$ cat src/rtl/fir_core.sv
// rtl/fir_core.sv - 11-tap signed FIR engine: AXI-Lite config, AXI-Stream in/out, external tap/data SRAMs
module fir_core #(
    parameter int pADDR_WIDTH = 12,
    parameter int pDATA_WIDTH = 32,
    parameter int Tape_Num    = 11
) (
    input  logic                   axis_clk,
    input  logic                   axis_rst_n,
    input  logic                   awvalid,
    output logic                   awready,
    input  logic [pADDR_WIDTH-1:0] awaddr,
    input  logic                   wvalid,
    output logic                   wready,
    input  logic [pDATA_WIDTH-1:0] wdata,
    input  logic                   arvalid,
    output logic                   arready,
    input  logic [pADDR_WIDTH-1:0] araddr,
    output logic                   rvalid,
    input  logic                   rready,
    output logic [pDATA_WIDTH-1:0] rdata,
    input  logic                   ss_tvalid,
    input  logic [pDATA_WIDTH-1:0] ss_tdata,
    input  logic                   ss_tlast,
    output logic                   ss_tready,
    output logic                   sm_tvalid,
    output logic [pDATA_WIDTH-1:0] sm_tdata,
    output logic                   sm_tlast,
    input  logic                   sm_tready,
    output logic [3:0]             tap_WE,
    output logic                   tap_EN,
    output logic [pDATA_WIDTH-1:0] tap_Di,
    output logic [pADDR_WIDTH-1:0] tap_A,
    input  logic [pDATA_WIDTH-1:0] tap_Do,
    output logic [3:0]             data_WE,
    output logic                   data_EN,
    output logic [pDATA_WIDTH-1:0] data_Di,
    output logic [pADDR_WIDTH-1:0] data_A,
    input  logic [pDATA_WIDTH-1:0] data_Do
);
    localparam int CW = $clog2(Tape_Num + 1);
    localparam logic [CW-1:0] NTAP   = CW'(Tape_Num);
    localparam logic [CW-1:0] LAST_K = CW'(Tape_Num - 1);
    localparam logic [pADDR_WIDTH-1:0] ADDR_CTRL = '0;
    localparam logic [pADDR_WIDTH-1:0] ADDR_LEN  = pADDR_WIDTH'(16);
    localparam logic [pADDR_WIDTH-1:0] TAP_LO    = pADDR_WIDTH'(32);
    localparam logic [pADDR_WIDTH-1:0] TAP_HI    = pADDR_WIDTH'(32 + 4 * (Tape_Num - 1));

    typedef enum logic [2:0] {S_IDLE, S_CLEAR, S_WAIT_IN, S_MAC, S_OUT, S_DONE} state_t;

    state_t                 state_q, state_d;
    logic                   ap_start_q, ap_start_d, ap_done_q, ap_done_d, ap_idle_q, ap_idle_d;
    logic [pDATA_WIDTH-1:0] len_q, len_d, out_cnt_q, out_cnt_d, acc_q, acc_d;
    logic [CW-1:0]          ptr_q, ptr_d, cnt_q, cnt_d, didx_q, didx_d;
    logic                   mac_v_q, mac_v_d;
    logic                   ss_tready_q, ss_tready_d, sm_tvalid_q, sm_tvalid_d, sm_tlast_q, sm_tlast_d;
    logic [pDATA_WIDTH-1:0] sm_tdata_q, sm_tdata_d, rdata_q, rdata_d;
    logic                   awready_q, awready_d, arready_q, arready_d;
    logic                   rd_s1_q, rd_s1_d, rd_tap_q, rd_tap_d, rvalid_q, rvalid_d;
    logic [pADDR_WIDTH-1:0] rd_addr_q, rd_addr_d;

    logic wr_fire, rd_fire, aw_is_tap, ar_is_tap, rd_is_tap, mac_issue, unused_ok;

    function automatic logic [pADDR_WIDTH-1:0] word_addr(input logic [CW-1:0] idx);
        return pADDR_WIDTH'({idx, 2'b00});
    endfunction

    assign wr_fire   = awready_q & awvalid & wvalid;
    assign rd_fire   = arready_q & arvalid;
    assign aw_is_tap = (awaddr >= TAP_LO) && (awaddr <= TAP_HI) && (awaddr[1:0] == 2'b00);
    assign ar_is_tap = (araddr >= TAP_LO) && (araddr <= TAP_HI) && (araddr[1:0] == 2'b00);
    assign rd_is_tap = (rd_addr_q >= TAP_LO) && (rd_addr_q <= TAP_HI) && (rd_addr_q[1:0] == 2'b00);
    assign mac_issue = (state_q == S_MAC) && (cnt_q < NTAP);
    assign unused_ok = ss_tlast;

    // Read and write handshakes never share a cycle, so the tap SRAM port is never contended.
    always_comb begin
        awready_d = awvalid & wvalid & ~awready_q;
        arready_d = arvalid & ~arready_q & ~rd_s1_q & ~rvalid_q & ~awready_d;
    end

    always_comb begin
        tap_EN = 1'b0;
        tap_WE = 4'h0;
        tap_A  = '0;
        tap_Di = '0;
        if (mac_issue) begin
            tap_EN = 1'b1;
            tap_A  = word_addr(cnt_q);
        end else if (wr_fire && aw_is_tap && ap_idle_q) begin
            tap_EN = 1'b1;
            tap_WE = 4'hF;
            tap_A  = awaddr - TAP_LO;
            tap_Di = wdata;
        end else if (rd_fire && ar_is_tap && ap_idle_q) begin
            tap_EN = 1'b1;
            tap_A  = araddr - TAP_LO;
        end
    end

    always_comb begin
        data_EN = 1'b0;
        data_WE = 4'h0;
        data_A  = '0;
        data_Di = '0;
        if (state_q == S_CLEAR) begin
            data_EN = 1'b1;
            data_WE = 4'hF;
            data_A  = word_addr(cnt_q);
        end else if (state_q == S_WAIT_IN && ss_tvalid && ss_tready_q) begin
            data_EN = 1'b1;
            data_WE = 4'hF;
            data_A  = word_addr(ptr_q);
            data_Di = ss_tdata;
        end else if (mac_issue) begin
            data_EN = 1'b1;
            data_A  = word_addr(didx_q);
        end
    end

    always_comb begin
        state_d     = state_q;
        ap_done_d   = ap_done_q;
        ap_idle_d   = ap_idle_q;
        len_d       = len_q;
        out_cnt_d   = out_cnt_q;
        acc_d       = acc_q;
        ptr_d       = ptr_q;
        cnt_d       = cnt_q;
        didx_d      = didx_q;
        mac_v_d     = 1'b0;
        ss_tready_d = ss_tready_q;
        sm_tvalid_d = sm_tvalid_q;
        sm_tdata_d  = sm_tdata_q;
        sm_tlast_d  = sm_tlast_q;
        ap_start_d  = 1'b0;

        if (wr_fire && ap_idle_q && awaddr == ADDR_LEN)
            len_d = wdata;
        if (wr_fire && ap_idle_q && awaddr == ADDR_CTRL && wdata[0])
            ap_start_d = 1'b1;

        case (state_q)
            S_IDLE: begin
                if (ap_start_q) begin
                    state_d   = S_CLEAR;
                    ap_idle_d = 1'b0;
                    ap_done_d = 1'b0;
                    cnt_d     = '0;
                    ptr_d     = '0;
                    out_cnt_d = '0;
                end
            end
            S_CLEAR: begin
                cnt_d = cnt_q + CW'(1);
                if (cnt_q == LAST_K) begin
                    cnt_d = '0;
                    if (len_q == '0) begin
                        state_d = S_DONE;
                    end else begin
                        state_d     = S_WAIT_IN;
                        ss_tready_d = 1'b1;
                    end
                end
            end
            S_WAIT_IN: begin
                if (ss_tvalid && ss_tready_q) begin
                    ss_tready_d = 1'b0;
                    state_d     = S_MAC;
                    cnt_d       = '0;
                    didx_d      = ptr_q;
                    acc_d       = '0;
                end
            end
            S_MAC: begin
                // Reads issued at cnt_q are consumed one cycle later when mac_v_q is set.
                if (cnt_q < NTAP) begin
                    cnt_d   = cnt_q + CW'(1);
                    mac_v_d = 1'b1;
                    didx_d  = (didx_q == '0) ? LAST_K : didx_q - CW'(1);
                end
                if (mac_v_q)
                    acc_d = acc_q + tap_Do * data_Do;
                if (cnt_q == NTAP) begin
                    state_d     = S_OUT;
                    sm_tvalid_d = 1'b1;
                    sm_tdata_d  = acc_d;
                    sm_tlast_d  = (out_cnt_q == len_q - pDATA_WIDTH'(1));
                end
            end
            S_OUT: begin
                if (sm_tready) begin
                    sm_tvalid_d = 1'b0;
                    sm_tlast_d  = 1'b0;
                    ptr_d       = (ptr_q == LAST_K) ? '0 : ptr_q + CW'(1);
                    out_cnt_d   = out_cnt_q + pDATA_WIDTH'(1);
                    if (sm_tlast_q) begin
                        state_d = S_DONE;
                    end else begin
                        state_d     = S_WAIT_IN;
                        ss_tready_d = 1'b1;
                    end
                end
            end
            S_DONE: begin
                ap_done_d = 1'b1;
                ap_idle_d = 1'b1;
                state_d   = S_IDLE;
            end
            default: state_d = S_IDLE;
        endcase
    end

    always_comb begin
        rd_s1_d   = rd_fire;
        rd_addr_d = rd_addr_q;
        rd_tap_d  = rd_tap_q;
        rvalid_d  = rvalid_q;
        rdata_d   = rdata_q;
        if (rd_fire) begin
            rd_addr_d = araddr;
            rd_tap_d  = ap_idle_q;
        end
        if (rd_s1_q) begin
            rvalid_d = 1'b1;
            if (rd_addr_q == ADDR_CTRL)
                rdata_d = pDATA_WIDTH'({ap_idle_q, ap_done_q, ap_start_q});
            else if (rd_addr_q == ADDR_LEN)
                rdata_d = len_q;
            else if (rd_is_tap)
                rdata_d = rd_tap_q ? tap_Do : '1;
            else
                rdata_d = '0;
        end else if (rvalid_q && rready) begin
            rvalid_d = 1'b0;
        end
    end

    always_ff @(posedge axis_clk or negedge axis_rst_n) begin
        if (!axis_rst_n) begin
            state_q     <= S_IDLE;
            ap_start_q  <= 1'b0;
            ap_done_q   <= 1'b0;
            ap_idle_q   <= 1'b1;
            len_q       <= '0;
            out_cnt_q   <= '0;
            acc_q       <= '0;
            ptr_q       <= '0;
            cnt_q       <= '0;
            didx_q      <= '0;
            mac_v_q     <= 1'b0;
            ss_tready_q <= 1'b0;
            sm_tvalid_q <= 1'b0;
            sm_tdata_q  <= '0;
            sm_tlast_q  <= 1'b0;
            awready_q   <= 1'b0;
            arready_q   <= 1'b0;
            rd_s1_q     <= 1'b0;
            rd_addr_q   <= '0;
            rd_tap_q    <= 1'b0;
            rvalid_q    <= 1'b0;
            rdata_q     <= '0;
        end else begin
            state_q     <= state_d;
            ap_start_q  <= ap_start_d;
            ap_done_q   <= ap_done_d;
            ap_idle_q   <= ap_idle_d;
            len_q       <= len_d;
            out_cnt_q   <= out_cnt_d;
            acc_q       <= acc_d;
            ptr_q       <= ptr_d;
            cnt_q       <= cnt_d;
            didx_q      <= didx_d;
            mac_v_q     <= mac_v_d;
            ss_tready_q <= ss_tready_d;
            sm_tvalid_q <= sm_tvalid_d;
            sm_tdata_q  <= sm_tdata_d;
            sm_tlast_q  <= sm_tlast_d;
            awready_q   <= awready_d;
            arready_q   <= arready_d;
            rd_s1_q     <= rd_s1_d;
            rd_addr_q   <= rd_addr_d;
            rd_tap_q    <= rd_tap_d;
            rvalid_q    <= rvalid_d;
            rdata_q     <= rdata_d;
        end
    end

    assign awready   = awready_q;
    assign wready    = awready_q;
    assign arready   = arready_q;
    assign rvalid    = rvalid_q;
    assign rdata     = rdata_q;
    assign ss_tready = ss_tready_q;
    assign sm_tvalid = sm_tvalid_q;
    assign sm_tdata  = sm_tdata_q;
    assign sm_tlast  = sm_tlast_q;

endmodule

$ cat config.mk
export PLATFORM = sky130hd
export DESIGN_NAME = fir_core
export DESIGN_NICKNAME = d
export VERILOG_FILES = /design/src/rtl/fir_core.sv
export SDC_FILE = /design/constraint.sdc
export NUM_CORES = 2
export LEC_CHECK = 0
export BUFFER_PORTS_ARGS = -buffer_cell sky130_fd_sc_hd__buf_4
export CAP_MARGIN = 0
export CORE_AREA = 2 2 284 286
export CTS_CLUSTER_DIAMETER = 200
export DETAILED_ROUTE_END_ITERATION = 10
export DIE_AREA = 0 0 286 288
export HOLD_SLACK_MARGIN = 0.03
export PLACE_DENSITY = 0.61
export SETUP_SLACK_MARGIN = 0.5
export SYNTH_ARGS = -nofsm -noshare
export SYNTH_HDL_FRONTEND = slang
export SYNTH_SLANG_ARGS = --single-unit
export TNS_END_PERCENT = 10
$ cat constraint.sdc
create_clock -name axis_clk -period 18.6 [get_ports axis_clk]
set_clock_uncertainty 0.15 [all_clocks]
set_input_delay 0.93 -clock axis_clk [delete_from_list [all_inputs] [get_ports axis_clk]]
set_output_delay 0.93 -clock axis_clk [all_outputs]
set_load 0.03 [all_outputs]
======== After elaboration in Yosys (flattened, before gate mapping) ========
Index checks and enable logic that the tools add are counted.
cells by class
  magnitude comparators ................... 7
  eq/ne operators ......................... 19
  $mul .................................... 1
  bitwise logic cells ..................... 14
  reductions and logical operators ........ 43
  shifts and indexed selects .............. 0
  div/mod/pow operators ................... 0
  muxes and demuxes ....................... 68
  add/sub/neg operators ................... 8
operators with widths
  operator                 number
  $mux W32                 12
  $pmux W32 S2             2
  $mux W4                  13
  $ge A12 B6 Y1 const B    3
  $le A12 B7 Y1 const B    3
  $mux W12                 3
  $add A32 B1 Y32 const B  1
  $add A32 B32 Y32         1
  $eq A32 B32 Y1           1
  $logic_not A32 Y1        1
  $mul A32 B32 Y32         1
  $sub A32 B1 Y32 const B  1
  $eq A12 B5 Y1 const B    2
  $logic_not A12 Y1        2
  $sub A12 B6 Y12 const B  2
  $mux W3                  7
  $mux W1                  20
  $logic_and A1 B1 Y1      19
  $mux W6                  3
  $pmux W4 S2              2
  $pmux W4 S4              1
  $pmux W3 S5              1
  $eq A4 B4 Y1 const B     3
  $reduce_bool A2 Y1       5
  other kinds (22)         51
word-level totals
  bits in read-only memories .............. 0
  output and inout port bits .............. 169
  bits of input ports ..................... 161
  memory bits (writable) .................. 0
  latch bits .............................. 0
  memories kept ........................... 0
  bits in registers ....................... 199
  logic and storage cells ................. 182

======== Depth between registers and ports, before layout ========
  depth in word-level cells ............... 8
  depth in mapped cells ................... 29

======== Worst setup path before layout ========
Ideal clock, no wire load.
  path type ............................... input to register
  from .................................... input data_Do[3]
  to ...................................... register sm_tdata_q[30] (netlist: sm_tdata[30])
  setup time .............................. 0.125 ns
  cell stages on the path ................. 28
  data required time ...................... 18.325 ns
  path slack .............................. 10.683 ns
  arrival ................................. 7.643 ns
  path through ............................ clkbuf_1 -> clkbuf_1 -> and2_1 -> fa_1 -> inv_1 -> fa_1 -> inv_1 -> fa_1 -> inv_1 -> fa_1 -> inv_1 -> fa_1 -> fa_1 -> fa_1 -> inv_1 -> fa_1 -> inv_1 -> ha_1 -> a21oi_1 -> nor2_1 -> a211oi_1 -> o211ai_1 -> a2bb2oi_1 -> a31oi_1 -> o21ai_0 -> xor2_1 -> mux2_2 -> mux2_2
on the way
  word-level cells in the longest chain between the ends .. 3
RTL lines
  what                  line  source
  from (decl)           38    input logic [pDATA_WIDTH-1:0] data_Do
  $mul A32 B32 Y32      182   acc_d = acc_q + tap_Do * data_Do;
  $add A32 B32 Y32      182
  $mux W32              181   if (mac_v_q)
  to (signal assigned)  276   sm_tdata_q <= sm_tdata_d;
  to (decl)             56    logic [pDATA_WIDTH-1:0] sm_tdata_q, sm_tdata_d, rdata_q, rdata_d;
No other way between the ends.
A chain may end at the register's enable or synchronous reset.

======== Worst setup path in the final report ========
  from .................................... input data_Do[0]
  to ...................................... register sm_tdata_q[23] (netlist: sm_tdata[23])
Same word-level chain as after synthesis.

==> metrics.csv <==
stage,metric,value,unit
global_routing,grt_pass1_wl,129300,um
critical_path,crit_required,18.79,ns
critical_path,worst_setup_path_start_kind,input port,
min_path,hp-class,flop to flop,
critical_path,worstSetupStartpoint,data_Do[0],
die,rows,104,
die,start_util,0.3454,
cts,cts_tree,yes,
sta,min_period,8.230,ns
cts,numCtsBuffers,17,
critical_path,regToRegSetupSlack,10.98,ns
sta,finalCritPeriodShare,0.4425,
die,coreArea,79640,um^2
cts,clockBufferDepth,2,
die,die_x,286,um
yosys,ys_ff_latch,199,
finish,drive_above_1_share,0.1322,
yosys,synthMostInstantiatedCell,inv_1,
yosys,ys_seq_area_frac,0.1811,
global_routing,track_usage,0.2038,
cts,htree_levels,4,
global_routing,antenna_found_initial,2,
yosys,avgSynthCellArea,9.030,um^2
global_routing,gr-max-usage-layer,met2,
yosys,synth_cell_types,68,
critical_path,crit_slowest_cell,fa_1,
sta,tightest_slew,1.307,ns
yosys,synth_flop_cell,dfrtp_1,
cts,cts-root-buf,clkbuf_16,
critical_path,critPathArrivalTime,8.42,ns
global_routing,grtUsageMet1,0.2633,
cts,cts.sinks,199,
placed_design,hpwl,64020,um
finish,fin_nets,3960,
detailed_routing,via_count,21110,
critical_path,worstSetupEndpoint,sm_tdata[23],
sta,tns,0,ns
cts,postCtsHoldBufs,0,
die,io_pins,330,
yosys,ys_warn_count,0,
yosys,synth_area,27510,um^2
sta,rsz0062_at_grt,no,
yosys,synthTopCellsByCount,"inv_1 (517), fa_1 (438), nand2_1 (354)",
yosys,syn_inst,3046,
run_status,outcome,"finished, final reports clean",
finish,fin_util,0.3923,
detailed_routing,drc,0,
global_routing,grt_pass1_vias,22170,
finish,fin_cells,4301,
critical_path,reg2reg_depth,23,
placed_design,gp_congestion,0.8543,
critical_path,endpoint_kind,flop,
cts,insertion_delay,0.46,ns
detailed_routing,wl,81930,um
yosys,synth_largest_area_cell,fa_1,
sta,finalSetupViolCount,0,
detailed_routing,first_pass_iters,5,
placed_design,io_buffers,318,
yosys,synth_top_area_frac,0.3188,
global_routing,grt_max_degree,75,
die,die_h,288,um
global_routing,globalRouteMet3Util,0.03003,
detailed_routing,viasPerCell,4.908,
sta,timing.hold.ws,0.3204,ns
critical_path,path_class,input port to flop,
critical_path,r2r_end,sm_tdata[23],
sta,hold_viol_final,0,
cts,post_cts_resized,0,
critical_path,max_stage_delay,0.53,ns
global_routing,grt_use_met2,0.3584,
detailed_routing,ant_nets,0,
detailed_routing,wl_per_cell,19.05,um
job,maxCapViolations,0,
yosys,synth_edf_count,0,
sta,slew_headroom,0.1289,
finish,fillCellCount,8111,
global_routing,grt.overflow.total,0,
sta,max_freq,121.5,MHz
yosys,synth-async-reset-ratio,1.000,
finish,area_delta_synth_final,13.57,%
yosys,synth.area.top_cells,"fa_1 (32%), dfrtp_1 (18%), and2_1 (8.0%)",
cts,clkTransAtPathRegs,0.08,ns
die,dieArea,82370,um^2
detailed_routing,initialDrtViolationCount,1330,
critical_path,cp_max_fo,32,
cts,cts_setup_buffers,0,
critical_path,cpMostUsedCell,fa_1,
sta,slew_viol_final,0,
critical_path,reg2reg_from,acc_q[18],
placed_design,dpl.cell_count,4267,
## state kept, by name (all words and copies together) (netlist names), 3 cells and up
| name | flops |
|---|---|
| out_cnt_q | 32 |
| rd_addr_q | 12 |
| rdata | 32 |
| sm_tdata | 32 |
| cnt_q | 4 |
| len_q | 32 |
| didx_q | 4 |
| ptr_q | 4 |
| acc_q | 32 |
| state_q | 3 |
## per-stage QoR
stage,cell area [um^2],setup slack [ns]
detailed placement,30630,10.02
finish,31240,10.37
CTS,31230,10.48
global placement,30630,10.10
global route,31230,10.10
floorplan,27540,10.68
## metal layers
layer  vias up  wire length [um]
met1     10810             34790
met5         -                 0
li1       9716                 -
met2       510             41540
met4         0              1704
met3        72              3899
## cell type report
| type | count | area (um^2) | area share |
|---|---|---|---|
| multi-input cells | 2162 | 19900 | 0.6370 |
| flip-flops and latches | 199 | 4984 | 0.1595 |
| repair buffers | 329 | 2476 | 0.07926 |
| inverters | 517 | 1941 | 0.06212 |
| well taps | 1060 | 1326 | 0.04246 |
| clock buffers | 18 | 439.2 | 0.01406 |
| clock inverters | 13 | 165.2 | 0.005287 |
| diodes | 3 | 7.507 | 0.0002403 |
## layout by cell type (no fill, tap or decap), types with 4 or more instances in the layout
cell | Yosys | final
a21o_1 | 10 | 10
nand2b_1 | 17 | 17
o21a_1 | 7 | 7
buf_4 | 18 | 328
o211ai_1 | 6 | 6
or2_2 | 6 | 6
a211oi_1 | 5 | 5
or3_1 | 15 | 15
nand3_1 | 35 | 35
mux2_2 | 47 | 47
o22ai_1 | 13 | 13
nor4_1 | 10 | 10
and4_1 | 6 | 6
mux2i_1 | 32 | 32
a22o_1 | 24 | 24
a31oi_1 | 34 | 34
o21ai_0 | 125 | 125
nand3b_1 | 4 | 4
xor2_1 | 54 | 54
conb_1 | 1 | 10
fa_1 | 438 | 438
nand2_1 | 354 | 354
and2_1 | 351 | 351
a21oi_1 | 54 | 54
ha_1 | 135 | 135
nor3_1 | 24 | 23
dfrtp_1 | 198 | 196
nand4_1 | 14 | 14
nor2b_1 | 9 | 9
nor2_1 | 135 | 131
clkbuf_16 | 0 | 17
a222oi_1 | 4 | 4
and3_1 | 35 | 35
nor2_2 | 0 | 4
or3b_1 | 4 | 4
xnor2_1 | 103 | 103
inv_1 | 517 | 517
## worst min path at each step
stage | slack (ns) | start | to | cells after the start
after floorplan | 0.30 | acc_q[4] | acc_q[4] | 2
after global placement | 0.31 | arready | arready | 1
after detailed placement | 0.31 | arready | arready | 1
after CTS | 0.32 | arready | arready | 1
after global routing | 0.36 | sm_tdata[7] | sm_tdata[7] | 2
final | 0.32 | arready | arready | 1
## cell families (layout without fill, tap and decap cells)
kind of cell | after synthesis | in the layout | synth area share
and+or+nand+nor | 1036 | 1036 | 0.1929
buffers and inverters | 694 | 877 | 0.09721
adders and majority gates | 573 | 573 | 0.3802
AOI/OAI and AO/OA | 307 | 307 | 0.06760
DFF | 199 | 199 | 0.1811
xor gates and xnor gates | 157 | 157 | 0.04999
muxes | 79 | 79 | 0.03089
other | 1 | 13 | 0.0001363
## critical path: cells and delay by family
| family | cells | cell delay [ns] |
|---|---|---|
| AOI/OAI and AO/OA | 5 | 1.48 |
| adders and majority gates | 9 | 4.20 |
| and+or+nand+nor | 3 | 0.70 |
| muxes | 1 | 0.38 |
| buffers and inverters | 7 | 0.68 |
Power is not shown: default switching activity piles up to over one toggle a cycle in this logic, so the estimate is an artifact.
